--- config.mk ---
export PLATFORM = sky130hd
export DESIGN_NAME = layer_fc_param_flat
export DESIGN_NICKNAME = d
export VERILOG_FILES = /design/src/rtl/layer_fc_param_if.sv /design/src/rtl/layer_fc_param.sv /design/src/flat_wrapper.sv
export SDC_FILE = /design/constraint.sdc
export NUM_CORES = 2
export LEC_CHECK = 0
export CAP_MARGIN = 20
export CORE_UTILIZATION = 40
export DETAILED_ROUTE_END_ITERATION = 16
export SETUP_SLACK_MARGIN = 0.2
export SLEW_MARGIN = 0
export SYNTH_ARGS = -nofsm -noshare
export SYNTH_HDL_FRONTEND = slang
export SYNTH_SLANG_ARGS = --single-unit
--- constraint.sdc ---
create_clock -name clk -period 9.2 [get_ports clk]
set_clock_uncertainty 0.15 [all_clocks]
set_input_delay 0.92 -clock clk [delete_from_list [all_inputs] [get_ports clk]]
set_output_delay 0.92 -clock clk [all_outputs]
set_load 0.02 [all_outputs]
--- src/rtl/layer_fc_param_if.sv ---
// Stream bundle for layer_fc_param: weight and x input streams plus the y output stream.
// The slave modport is the engine's view, the master modport is the producer/consumer view.
interface layer_fc_param_if #(
    parameter int WIDTH = 16
);
    logic signed [WIDTH-1:0] s_data_in_w;
    logic                    s_valid_w;
    logic                    s_ready_w;
    logic signed [WIDTH-1:0] s_data_in_x;
    logic                    s_valid_x;
    logic                    s_ready_x;
    logic signed [WIDTH-1:0] m_data_out_y;
    logic                    m_valid_y;
    logic                    m_ready_y;

    modport master (
        output s_data_in_w, s_valid_w,
        input  s_ready_w,
        output s_data_in_x, s_valid_x,
        input  s_ready_x,
        input  m_data_out_y, m_valid_y,
        output m_ready_y
    );

    modport slave (
        input  s_data_in_w, s_valid_w,
        output s_ready_w,
        input  s_data_in_x, s_valid_x,
        output s_ready_x,
        output m_data_out_y, m_valid_y,
        input  m_ready_y
    );
endinterface

--- src/rtl/layer_fc_param.sv ---
// Fully-connected layer y = f(W*x) with P parallel MAC lanes, runtime-loaded weights,
// signed saturation and optional ReLU; one output group of P rows is computed at a time.
module layer_fc_param #(
    parameter int M     = 8,
    parameter int N     = 8,
    parameter int P     = 2,
    parameter int WIDTH = 16,
    parameter int RELU  = 1
) (
    input logic             clk,
    input logic             reset,
    layer_fc_param_if.slave bus
);
    localparam int G     = N / P;
    localparam int DEPTH = G * M;
    localparam int AD    = (DEPTH > 1) ? $clog2(DEPTH) : 1;
    localparam int XA    = $clog2(M);
    localparam int LW    = (P > 1) ? $clog2(P) : 1;
    localparam int AW    = 2 * WIDTH + $clog2(M);
    localparam int CW    = $clog2(M * N + 4) + 1;

    localparam logic [CW-1:0] ONE    = CW'(1);
    localparam logic [CW-1:0] M_C    = CW'(M);
    localparam logic [CW-1:0] M_LAST = CW'(M - 1);
    localparam logic [CW-1:0] C_LAST = CW'(M + 1);
    localparam logic [CW-1:0] P_LAST = CW'(P - 1);
    localparam logic [CW-1:0] G_LAST = CW'(G - 1);

    localparam logic signed [AW-1:0] SAT_HI = {{(AW-WIDTH+1){1'b0}}, {(WIDTH-1){1'b1}}};
    localparam logic signed [AW-1:0] SAT_LO = {{(AW-WIDTH+1){1'b1}}, {(WIDTH-1){1'b0}}};

    function automatic logic signed [WIDTH-1:0] sat(input logic signed [AW-1:0] a);
        if (a > SAT_HI)      return SAT_HI[WIDTH-1:0];
        else if (a < SAT_LO) return SAT_LO[WIDTH-1:0];
        else                 return a[WIDTH-1:0];
    endfunction

    function automatic logic signed [WIDTH-1:0] act(input logic signed [WIDTH-1:0] v);
        if (RELU != 0 && v[WIDTH-1]) return '0;
        return v;
    endfunction

    typedef enum logic [2:0] {S_IDLE, S_LOAD_W, S_LOAD_X, S_COMPUTE, S_OUTPUT} state_t;
    state_t state, state_nxt;

    logic [CW-1:0] wm, wlane, wgrp, xcnt, ccnt, grp, olane;
    logic          ready_w, ready_x, valid_y;
    logic          w_fire, x_fire, y_fire, w_last, c_done, rd_en, res_load;
    logic          vld_p0, first_p0;
    logic [AD-1:0] waddr, raddr;
    logic [XA-1:0] xaddr_w, xaddr_r;
    logic [LW-1:0] olane_idx;

    assign w_fire   = bus.s_valid_w && ready_w;
    assign x_fire   = bus.s_valid_x && ready_x;
    assign y_fire   = valid_y && bus.m_ready_y;
    assign w_last   = (wm == M_LAST) && (wlane == P_LAST) && (wgrp == G_LAST);
    assign c_done   = (ccnt == C_LAST);
    assign rd_en    = (state == S_COMPUTE) && (ccnt < M_C);
    assign res_load = (state == S_COMPUTE) && c_done;

    // Row n of W lives in bank n%P at (n/P)*M+m; compute reads row grp*P+lane at grp*M+m.
    assign waddr     = AD'(wgrp * M_C + wm);
    assign raddr     = AD'(grp * M_C + ccnt);
    assign xaddr_w   = XA'(xcnt);
    assign xaddr_r   = XA'(ccnt);
    assign olane_idx = LW'(olane);

    always_ff @(posedge clk or negedge reset) begin
        if (!reset) state <= S_IDLE;
        else        state <= state_nxt;
    end

    always_comb begin
        state_nxt = state;
        ready_w   = 1'b0;
        ready_x   = 1'b0;
        valid_y   = 1'b0;
        case (state)
            S_IDLE:    state_nxt = S_LOAD_W;
            S_LOAD_W: begin
                ready_w = 1'b1;
                if (bus.s_valid_w && w_last) state_nxt = S_LOAD_X;
            end
            S_LOAD_X: begin
                ready_x = 1'b1;
                if (bus.s_valid_x && xcnt == M_LAST) state_nxt = S_COMPUTE;
            end
            S_COMPUTE: if (c_done) state_nxt = S_OUTPUT;
            S_OUTPUT: begin
                valid_y = 1'b1;
                if (bus.m_ready_y && olane == P_LAST)
                    state_nxt = (grp == G_LAST) ? S_LOAD_X : S_COMPUTE;
            end
            default:   state_nxt = S_IDLE;
        endcase
    end

    always_ff @(posedge clk or negedge reset) begin
        if (!reset) begin
            wm       <= '0;
            wlane    <= '0;
            wgrp     <= '0;
            xcnt     <= '0;
            ccnt     <= '0;
            grp      <= '0;
            olane    <= '0;
            vld_p0   <= 1'b0;
            first_p0 <= 1'b0;
        end else begin
            vld_p0   <= rd_en;
            first_p0 <= (ccnt == '0);
            if (w_fire) begin
                if (wm == M_LAST) begin
                    wm <= '0;
                    if (wlane == P_LAST) begin
                        wlane <= '0;
                        wgrp  <= wgrp + ONE;
                    end else begin
                        wlane <= wlane + ONE;
                    end
                end else begin
                    wm <= wm + ONE;
                end
            end
            if (x_fire) xcnt <= (xcnt == M_LAST) ? '0 : xcnt + ONE;
            if (state == S_LOAD_X) begin
                grp  <= '0;
                ccnt <= '0;
            end
            if (state == S_COMPUTE) begin
                ccnt <= c_done ? '0 : ccnt + ONE;
                if (c_done) olane <= '0;
            end
            if (y_fire) begin
                if (olane == P_LAST) begin
                    olane <= '0;
                    grp   <= grp + ONE;
                end else begin
                    olane <= olane + ONE;
                end
            end
        end
    end

    logic signed [WIDTH-1:0] xmem [M];
    logic signed [WIDTH-1:0] x_p0;

    // p0: registered read of x[m] and each lane's weight
    always_ff @(posedge clk) begin
        if (x_fire) xmem[xaddr_w] <= bus.s_data_in_x;
        if (rd_en)  x_p0 <= xmem[xaddr_r];
    end

    logic signed [WIDTH-1:0] lane_y [P];

    for (genvar l = 0; l < P; l++) begin : g_lane
        logic signed [WIDTH-1:0]   bank [DEPTH];
        logic signed [WIDTH-1:0]   w_p0;
        logic signed [2*WIDTH-1:0] prod;
        logic signed [AW-1:0]      prod_ext;
        logic signed [AW-1:0]      acc_p1;
        logic signed [WIDTH-1:0]   y_p2;

        assign prod     = (2*WIDTH)'(x_p0) * (2*WIDTH)'(w_p0);
        assign prod_ext = {{(AW-2*WIDTH){prod[2*WIDTH-1]}}, prod};

        always_ff @(posedge clk) begin
            if (w_fire && wlane == CW'(l)) bank[waddr] <= bus.s_data_in_w;
            if (rd_en) w_p0 <= bank[raddr];
        end

        // p1: accumulate; p2: saturate/activate into the output holding register
        always_ff @(posedge clk or negedge reset) begin
            if (!reset) begin
                acc_p1 <= '0;
                y_p2   <= '0;
            end else begin
                if (vld_p0)   acc_p1 <= first_p0 ? prod_ext : acc_p1 + prod_ext;
                if (res_load) y_p2   <= act(sat(acc_p1));
            end
        end

        assign lane_y[l] = y_p2;
    end

    assign bus.s_ready_w    = ready_w;
    assign bus.s_ready_x    = ready_x;
    assign bus.m_valid_y    = valid_y;
    assign bus.m_data_out_y = lane_y[olane_idx];
endmodule

--- src/flat_wrapper.sv ---
// flat-port wrapper written by rule: the top's interface ports become plain ports
module layer_fc_param_flat 
#(
    parameter int M     = 8,
    parameter int N     = 8,
    parameter int P     = 2,
    parameter int WIDTH = 16,
    parameter int RELU  = 1
)
  (clk, reset, bus_s_data_in_w, bus_s_valid_w, bus_s_ready_w, bus_s_data_in_x, bus_s_valid_x, bus_s_ready_x, bus_m_data_out_y, bus_m_valid_y, bus_m_ready_y);
  layer_fc_param_if #(.WIDTH(WIDTH)) bus_i ();
  input logic clk;
  input logic reset;
  input wire logic [$bits(bus_i.s_data_in_w)-1:0] bus_s_data_in_w;
  input wire logic [$bits(bus_i.s_valid_w)-1:0] bus_s_valid_w;
  output wire logic [$bits(bus_i.s_ready_w)-1:0] bus_s_ready_w;
  input wire logic [$bits(bus_i.s_data_in_x)-1:0] bus_s_data_in_x;
  input wire logic [$bits(bus_i.s_valid_x)-1:0] bus_s_valid_x;
  output wire logic [$bits(bus_i.s_ready_x)-1:0] bus_s_ready_x;
  output wire logic [$bits(bus_i.m_data_out_y)-1:0] bus_m_data_out_y;
  output wire logic [$bits(bus_i.m_valid_y)-1:0] bus_m_valid_y;
  input wire logic [$bits(bus_i.m_ready_y)-1:0] bus_m_ready_y;
  assign bus_i.s_data_in_w = bus_s_data_in_w;
  assign bus_i.s_valid_w = bus_s_valid_w;
  assign bus_s_ready_w = bus_i.s_ready_w;
  assign bus_i.s_data_in_x = bus_s_data_in_x;
  assign bus_i.s_valid_x = bus_s_valid_x;
  assign bus_s_ready_x = bus_i.s_ready_x;
  assign bus_m_data_out_y = bus_i.m_data_out_y;
  assign bus_m_valid_y = bus_i.m_valid_y;
  assign bus_i.m_ready_y = bus_m_ready_y;
  layer_fc_param #(.M(M), .N(N), .P(P), .WIDTH(WIDTH), .RELU(RELU)) u_core (.clk(clk), .reset(reset), .bus(bus_i));
endmodule
# After elaboration in Yosys (flattened, before gate mapping)
# Memory sizes are Yosys's and may differ from the RTL's. A register that Yosys moved wholly into a read port is not among the register bits.
# Cells that the tools add are included.
# totals
regBits	163
n_memories	3
output_inout_bits	19
word_cells	121
latchBits	0
ram_bits	1152
rom_bits	0
# classes
reduce_logical	22
magnitude_cmp	6
n_eq_ne	15
div_mod_pow	0
muxes	47
bitwise_logic	1
n_shift	0
add_sub_neg	11
n_mul	2
# mem_list
name	words	word_bits	rd	rd_ports_with_merged_regs	wr	line	rtl
u_core.g_lane[0].bank	32	16	1	1	1	layer_fc_param.sv:158	logic signed [WIDTH-1:0] bank [DEPTH];
u_core.g_lane[1].bank	32	16	1	1	1	layer_fc_param.sv:158	
u_core.xmem	8	16	1	1	1	layer_fc_param.sv:146	logic signed [WIDTH-1:0] xmem [M];
# op_table
operator	count
$mux W16	13
$mux W8	13
$add A35 B32 Y35	2
$gt A35 B16 Y1 const B	2
$lt A35 B16 Y1 const B	2
$mux W35	2
$mul A16 B16 Y32	2
$add A8 B1 Y8 const B	7
$eq A8 B1 Y1 const B	2
$eq A8 B2 Y1 const B	2
$eq A8 B3 Y1 const B	2
$logic_not A8 Y1	2
$pmux W3 S5	1
$mux W1	14
$logic_and A1 B1 Y1	12
$mux W3	4
$add A5 B5 Y5	2
$eq A8 B4 Y1 const B	1
$lt A8 B4 Y1 const B	1
$ne A2 B1 Y1 const B	4
$eq A3 B2 Y1 const B	2
$reduce_bool A2 Y1	3
$reduce_and A2 Y1	2
$reduce_and A4 Y1	1
6 further kinds	6

# Logic depth before layout (Yosys ltp)
# depth
word_depth	7
depth_mapped	35

# Least setup slack after synthesis
# Ideal clock, no wire load.
# synth_timing
kind	register -> register
from	reg u_core.x_p0[15] (read register of u_core.xmem)
to	reg u_core.g_lane[1].acc_p1[34]
setup_time_ns	0.126
stages_incl_launch_ff	34
period_less_slack_ns	7.935
arrival_time_ns	7.659
slack_ns	1.265
cell_sequence	edfxtp_1 clkbuf_1 nand2_1 inv_1 fa_1 inv_1 fa_1 fa_1 inv_1 fa_1 fa_1 inv_1 fa_1 inv_1 ha_1 a211o_1 a21oi_1 a21oi_1 or3b_1 a21o_1 a21o_1 a21oi_1 xnor2_1 ha_1 a21o_1 a21o_1 a21oi_1 o21bai_1 a221o_1 a21oi_1 o31ai_2 mux2i_1 nand3_1 o311a_1
# synth_between
elab_chain_len	3
# synth_lines
item	line	rtl
start, declared	layer_fc_param.sv:147	logic signed [WIDTH-1:0] x_p0;
$mul A16 B16 Y32 *	layer_fc_param.sv:165	assign prod = (2*WIDTH)'(x_p0) * (2*WIDTH)'(w_p0);
$add A35 B32 Y35	layer_fc_param.sv:179	if (vld_p0) acc_p1 <= first_p0 ? prod_ext : acc_p1 + prod_ext;
$mux W35 *	layer_fc_param.sv:179	
end signal, assigned	layer_fc_param.sv:179	
end, declared	layer_fc_param.sv:162	logic signed [AW-1:0] acc_p1;
# Mark *: on every way between the ends. The rest lies on a longest branch, timed or not.
# A chain may end at the register's enable or synchronous reset.

# Worst setup path after layout
# layout_timing
from	reg u_core.g_lane[0].w_p0[3] (read register of u_core.g_lane[0].bank)
to	reg u_core.g_lane[0].acc_p1[34]
# layout_between
elab_chain_len	3
# layout_lines
item	line	rtl
start, declared	layer_fc_param.sv:159	logic signed [WIDTH-1:0] w_p0;
$mul A16 B16 Y32 *	layer_fc_param.sv:165	
$add A35 B32 Y35	layer_fc_param.sv:179	
$mux W35 *	layer_fc_param.sv:179	
end signal, assigned	layer_fc_param.sv:179	
end, declared	layer_fc_param.sv:162	
# Marks and branches as above.

==> summary.txt <==
Worst setup path
  – CP max FO: 16
  – WP data arrival: 9.03 ns
  – FF-to-FF Start: u_core.g_lane[0].w_p0[3]
  – Critical-path top delay cell: edfxtp_1
  – CP startpoint kind: flip-flop
  – CP max stage delay: 0.81 ns
  – Most frequent CP cell: fa_1
  – R2R Setup Slk: 0.63 ns
  – CP cell instances: nand2_1, fa_1, inv_1, fa_2, fa_1, fa_1, fa_1, inv_1, fa_1, inv_1, ha_1, or2_2, a21o_1, nand4b_1, a211oi_2, nor3_2, o311a_2, a211oi_4, ha_1, or2_2, a21oi_1, a21oi_1, and3_2, or4_1
  – CP Capture Type: flip-flop
  – WP data required: 9.67 ns
  – WS Path Type: reg2reg
  – Worst setup startpoint: u_core.g_lane[0].w_p0[3]

Synthesis
  – Synth area leader: edfxtp_1
  – Synth Net Count: 6078
  – Synthesized cell area: 76170 sq um
  – Synth cell types: 93
  – Mean post-synth cell area: 14.49 sq um
  – Synth cell count leaders: edfxtp_1, inv_1, fa_1
  – Post-synth EDFFs: 1200
  – Post-Syn Instances: 5258
  – Synth async-reset ratio: 0.1183
  – Syn. warnings: 0
  – Post-synthesis sequential area ratio: 0.5260
  – Main synth FF type: edfxtp_1
  – Synth top area share: 0.4731
  – Area contributors post-synth: edfxtp_1, fa_1, mux4_2
  – Synth Register Bits: 1361
  – Top-count cell post-synth: edfxtp_1

Timing
  – Slew Limit Fails: 0
  – Relative slew slack: 0.2555
  – Final Hold Viols: 0
  – Fmax: 116.7 MHz
  – Hold slack final: 0.3263 ns
  – Tcrit/Tclk final: 0.9314
  – Setup TNS Final: 0 ns
  – Setup violations, final: 0
  – RSZ-0062 raised after global routing: no
  – Tightest Pin Transition: 1.117 ns
  – Crit path time final: 8.569 ns

Global route
  – Global-route congestion overflow total: 0
  – Largest net degree at the start of global routing: 163
  – Gr usage total: 0.1868
  – Initial antenna violation count: 11
  – Vias in the first global route: 44.27k
  – First-pass GRT wire length: 271800 microns

Die
  – Die area: 192200 sq um
  – Core area: 188400 sq um
  – Die X: 438.4 microns
  – Io pins: 56
  – # rows: 159
  – Initial Util: 0.4043
  – Die Height: 438.4 microns

Placed design
  – Final Wtd Congestion: 0.8395
  – Post-detail-place hpwl: 116700 microns
  – Port Buf Inserts: 54

Routing
  – Per-cell routed wire length: 22.09 microns
  – Total Wirelength: 178100 microns
  – Drt pass-1 iters: 6
  – Avg Vias per Cell: 5.317
  – DRC: 0
  – DR iter-0 viols: 3223
  – Vias: 42.87k
  – Post-DRT Antenna Nets: 0

Clocking
  – Clock Tree Root: clkbuf_16
  – Clk_lat worst skew: 0.80 ns
  – Clk buf depth: 3
  – Cts bufs inserted: 146
  – Clock tree from TritonCTS: done
  – TritonCTS Sinks: 1361
  – # H-tree levels: 4
  – Clk slew on worst S/H paths: 0.06 ns

Outcome
  – Status: completed

Cells and area
  – Share of cells above drive strength 1: 0.1652
  – Layout area overhead: 12.41%
  – Fillers: 16.50k
  – Layout net count: 6267

Worst hold path
  – Hold Crit Class: reg2reg
  – Min-delay src: u_core.wgrp[7]

Run
  – Max_cap viols: 0
flip-flops by register name, summed over array words and instances (netlist names):
register              count
u_core.ccnt               8
u_core.first_p0           1
u_core.g_lane.acc_p1     70
u_core.g_lane.bank     1024
u_core.g_lane.w_p0       32
u_core.g_lane.y_p2       30
u_core.grp                8
u_core.olane              8
u_core.state              3
u_core.vld_p0             1
u_core.wgrp               8
u_core.wlane              8
u_core.wm                 8
u_core.x_p0              16
u_core.xcnt               8
u_core.xmem             128
critical path: cells and delay by family, from the launching register on:
| family | cells | cell delay [ns] |
|---|---|---|
| adders and majority gates | 8 | 3.91 |
| and+or+nand+nor | 7 | 1.57 |
| AOI/OAI and AO/OA | 6 | 1.70 |
| buffers and inverters | 3 | 0.24 |
| DFF | 1 | 0.81 |
through the flow:
| stage | worst slack, ns | instance area, sq um | util | std cells |
|---|---|---|---|---|
| after floorplan | 1.265 | 76170 | - | 5258 |
| after global placement | 0.5730 | 80180 | 0.4256 | 7731 |
| after detailed placement | 0.4495 | 80250 | 0.4260 | 7736 |
| after CTS | 0.3892 | 85020 | 0.4513 | 8006 |
| after global routing | 0.2035 | 85620 | 0.4544 | 8063 |
| final | 0.6309 | 85620 | 0.4545 | 8064 |
layout by cell type, fill, tap and decap left out, types with 34 or more instances in the layout:
| cell | synthesis | layout |
|---|---|---|
| a21o_1 | 67 | 67 |
| a21oi_1 | 228 | 226 |
| and2_1 | 248 | 248 |
| buf_4 | 1 | 183 |
| clkbuf_16 | 0 | 147 |
| clkdlybuf4s50_1 | 0 | 37 |
| dfrtp_1 | 161 | 156 |
| edfxtp_1 | 1200 | 1200 |
| fa_1 | 526 | 525 |
| ha_1 | 257 | 256 |
| inv_1 | 623 | 623 |
| mux2_2 | 69 | 69 |
| mux4_2 | 352 | 352 |
| nand2_1 | 351 | 351 |
| nand2b_1 | 34 | 34 |
| nand3_1 | 48 | 48 |
| nor2_1 | 283 | 276 |
| o21ai_0 | 85 | 85 |
| xnor2_1 | 111 | 110 |
| xor2_1 | 48 | 48 |
cells by family (layout without fill, tap and decap cells):
| family | Yosys count | after routing | synth area share |
|---|---|---|---|
| simple gates | 1122 | 1122 | 0.07118 |
| compound gates | 550 | 550 | 0.04583 |
| mux | 438 | 438 | 0.1165 |
| xor+xnor | 159 | 159 | 0.01828 |
| other cells | 1 | 2 | 0.00004923 |
| flops | 1361 | 1361 | 0.5260 |
| fa+ha+maj | 783 | 783 | 0.1805 |
| buf+inv | 844 | 1154 | 0.04171 |
layout make-up:
type | count | area [sq um] | share of cell area
multi-input cells | 3053 | 33030 | 0.3858
clock inverters | 84 | 859.6 | 0.01004
inverters | 624 | 2342 | 0.02736
flip-flops and latches | 1361 | 40080 | 0.4681
diodes | 1 | 2.502 | 0.00002923
clock buffers | 185 | 3901 | 0.04557
repair buffers | 261 | 2282 | 0.02666
well taps | 2495 | 3122 | 0.03646
routing by layer:
layer,up-vias,share of wire,wire [microns],GRT usage
li1,19130,-,-,-
met1,22520,0.43,77380,0.2536
met2,1004,0.50,88530,0.3150
met3,209,0.046,8162,0.02619
met4,10,0.022,3976,0.04873
met5,-,0.00033,59,0
timing repair:
item | in CTS | in global routing
gates resized for setup | 0 | 6
endpoints found under the setup margin | 0 | 9
hold buffers | 1 | 0
endpoints found under the hold margin | 43 | 0
setup buffers | 0 | 49
worst paths after layout:
path,end,cells after the start
setup / recovery,u_core.g_lane[0].acc_p1[34],24
min in group asynchronous,u_core.g_lane[0].y_p2[11],2
max in group asynchronous,u_core.g_lane[1].acc_p1[21],3
hold reg to reg,u_core.wgrp[7],1
hold / removal,u_core.wgrp[7],1
setup reg to reg,u_core.g_lane[0].acc_p1[34],24
Power is not shown: default switching activity piles up to over one toggle a cycle in this logic, so the estimate is an artifact.
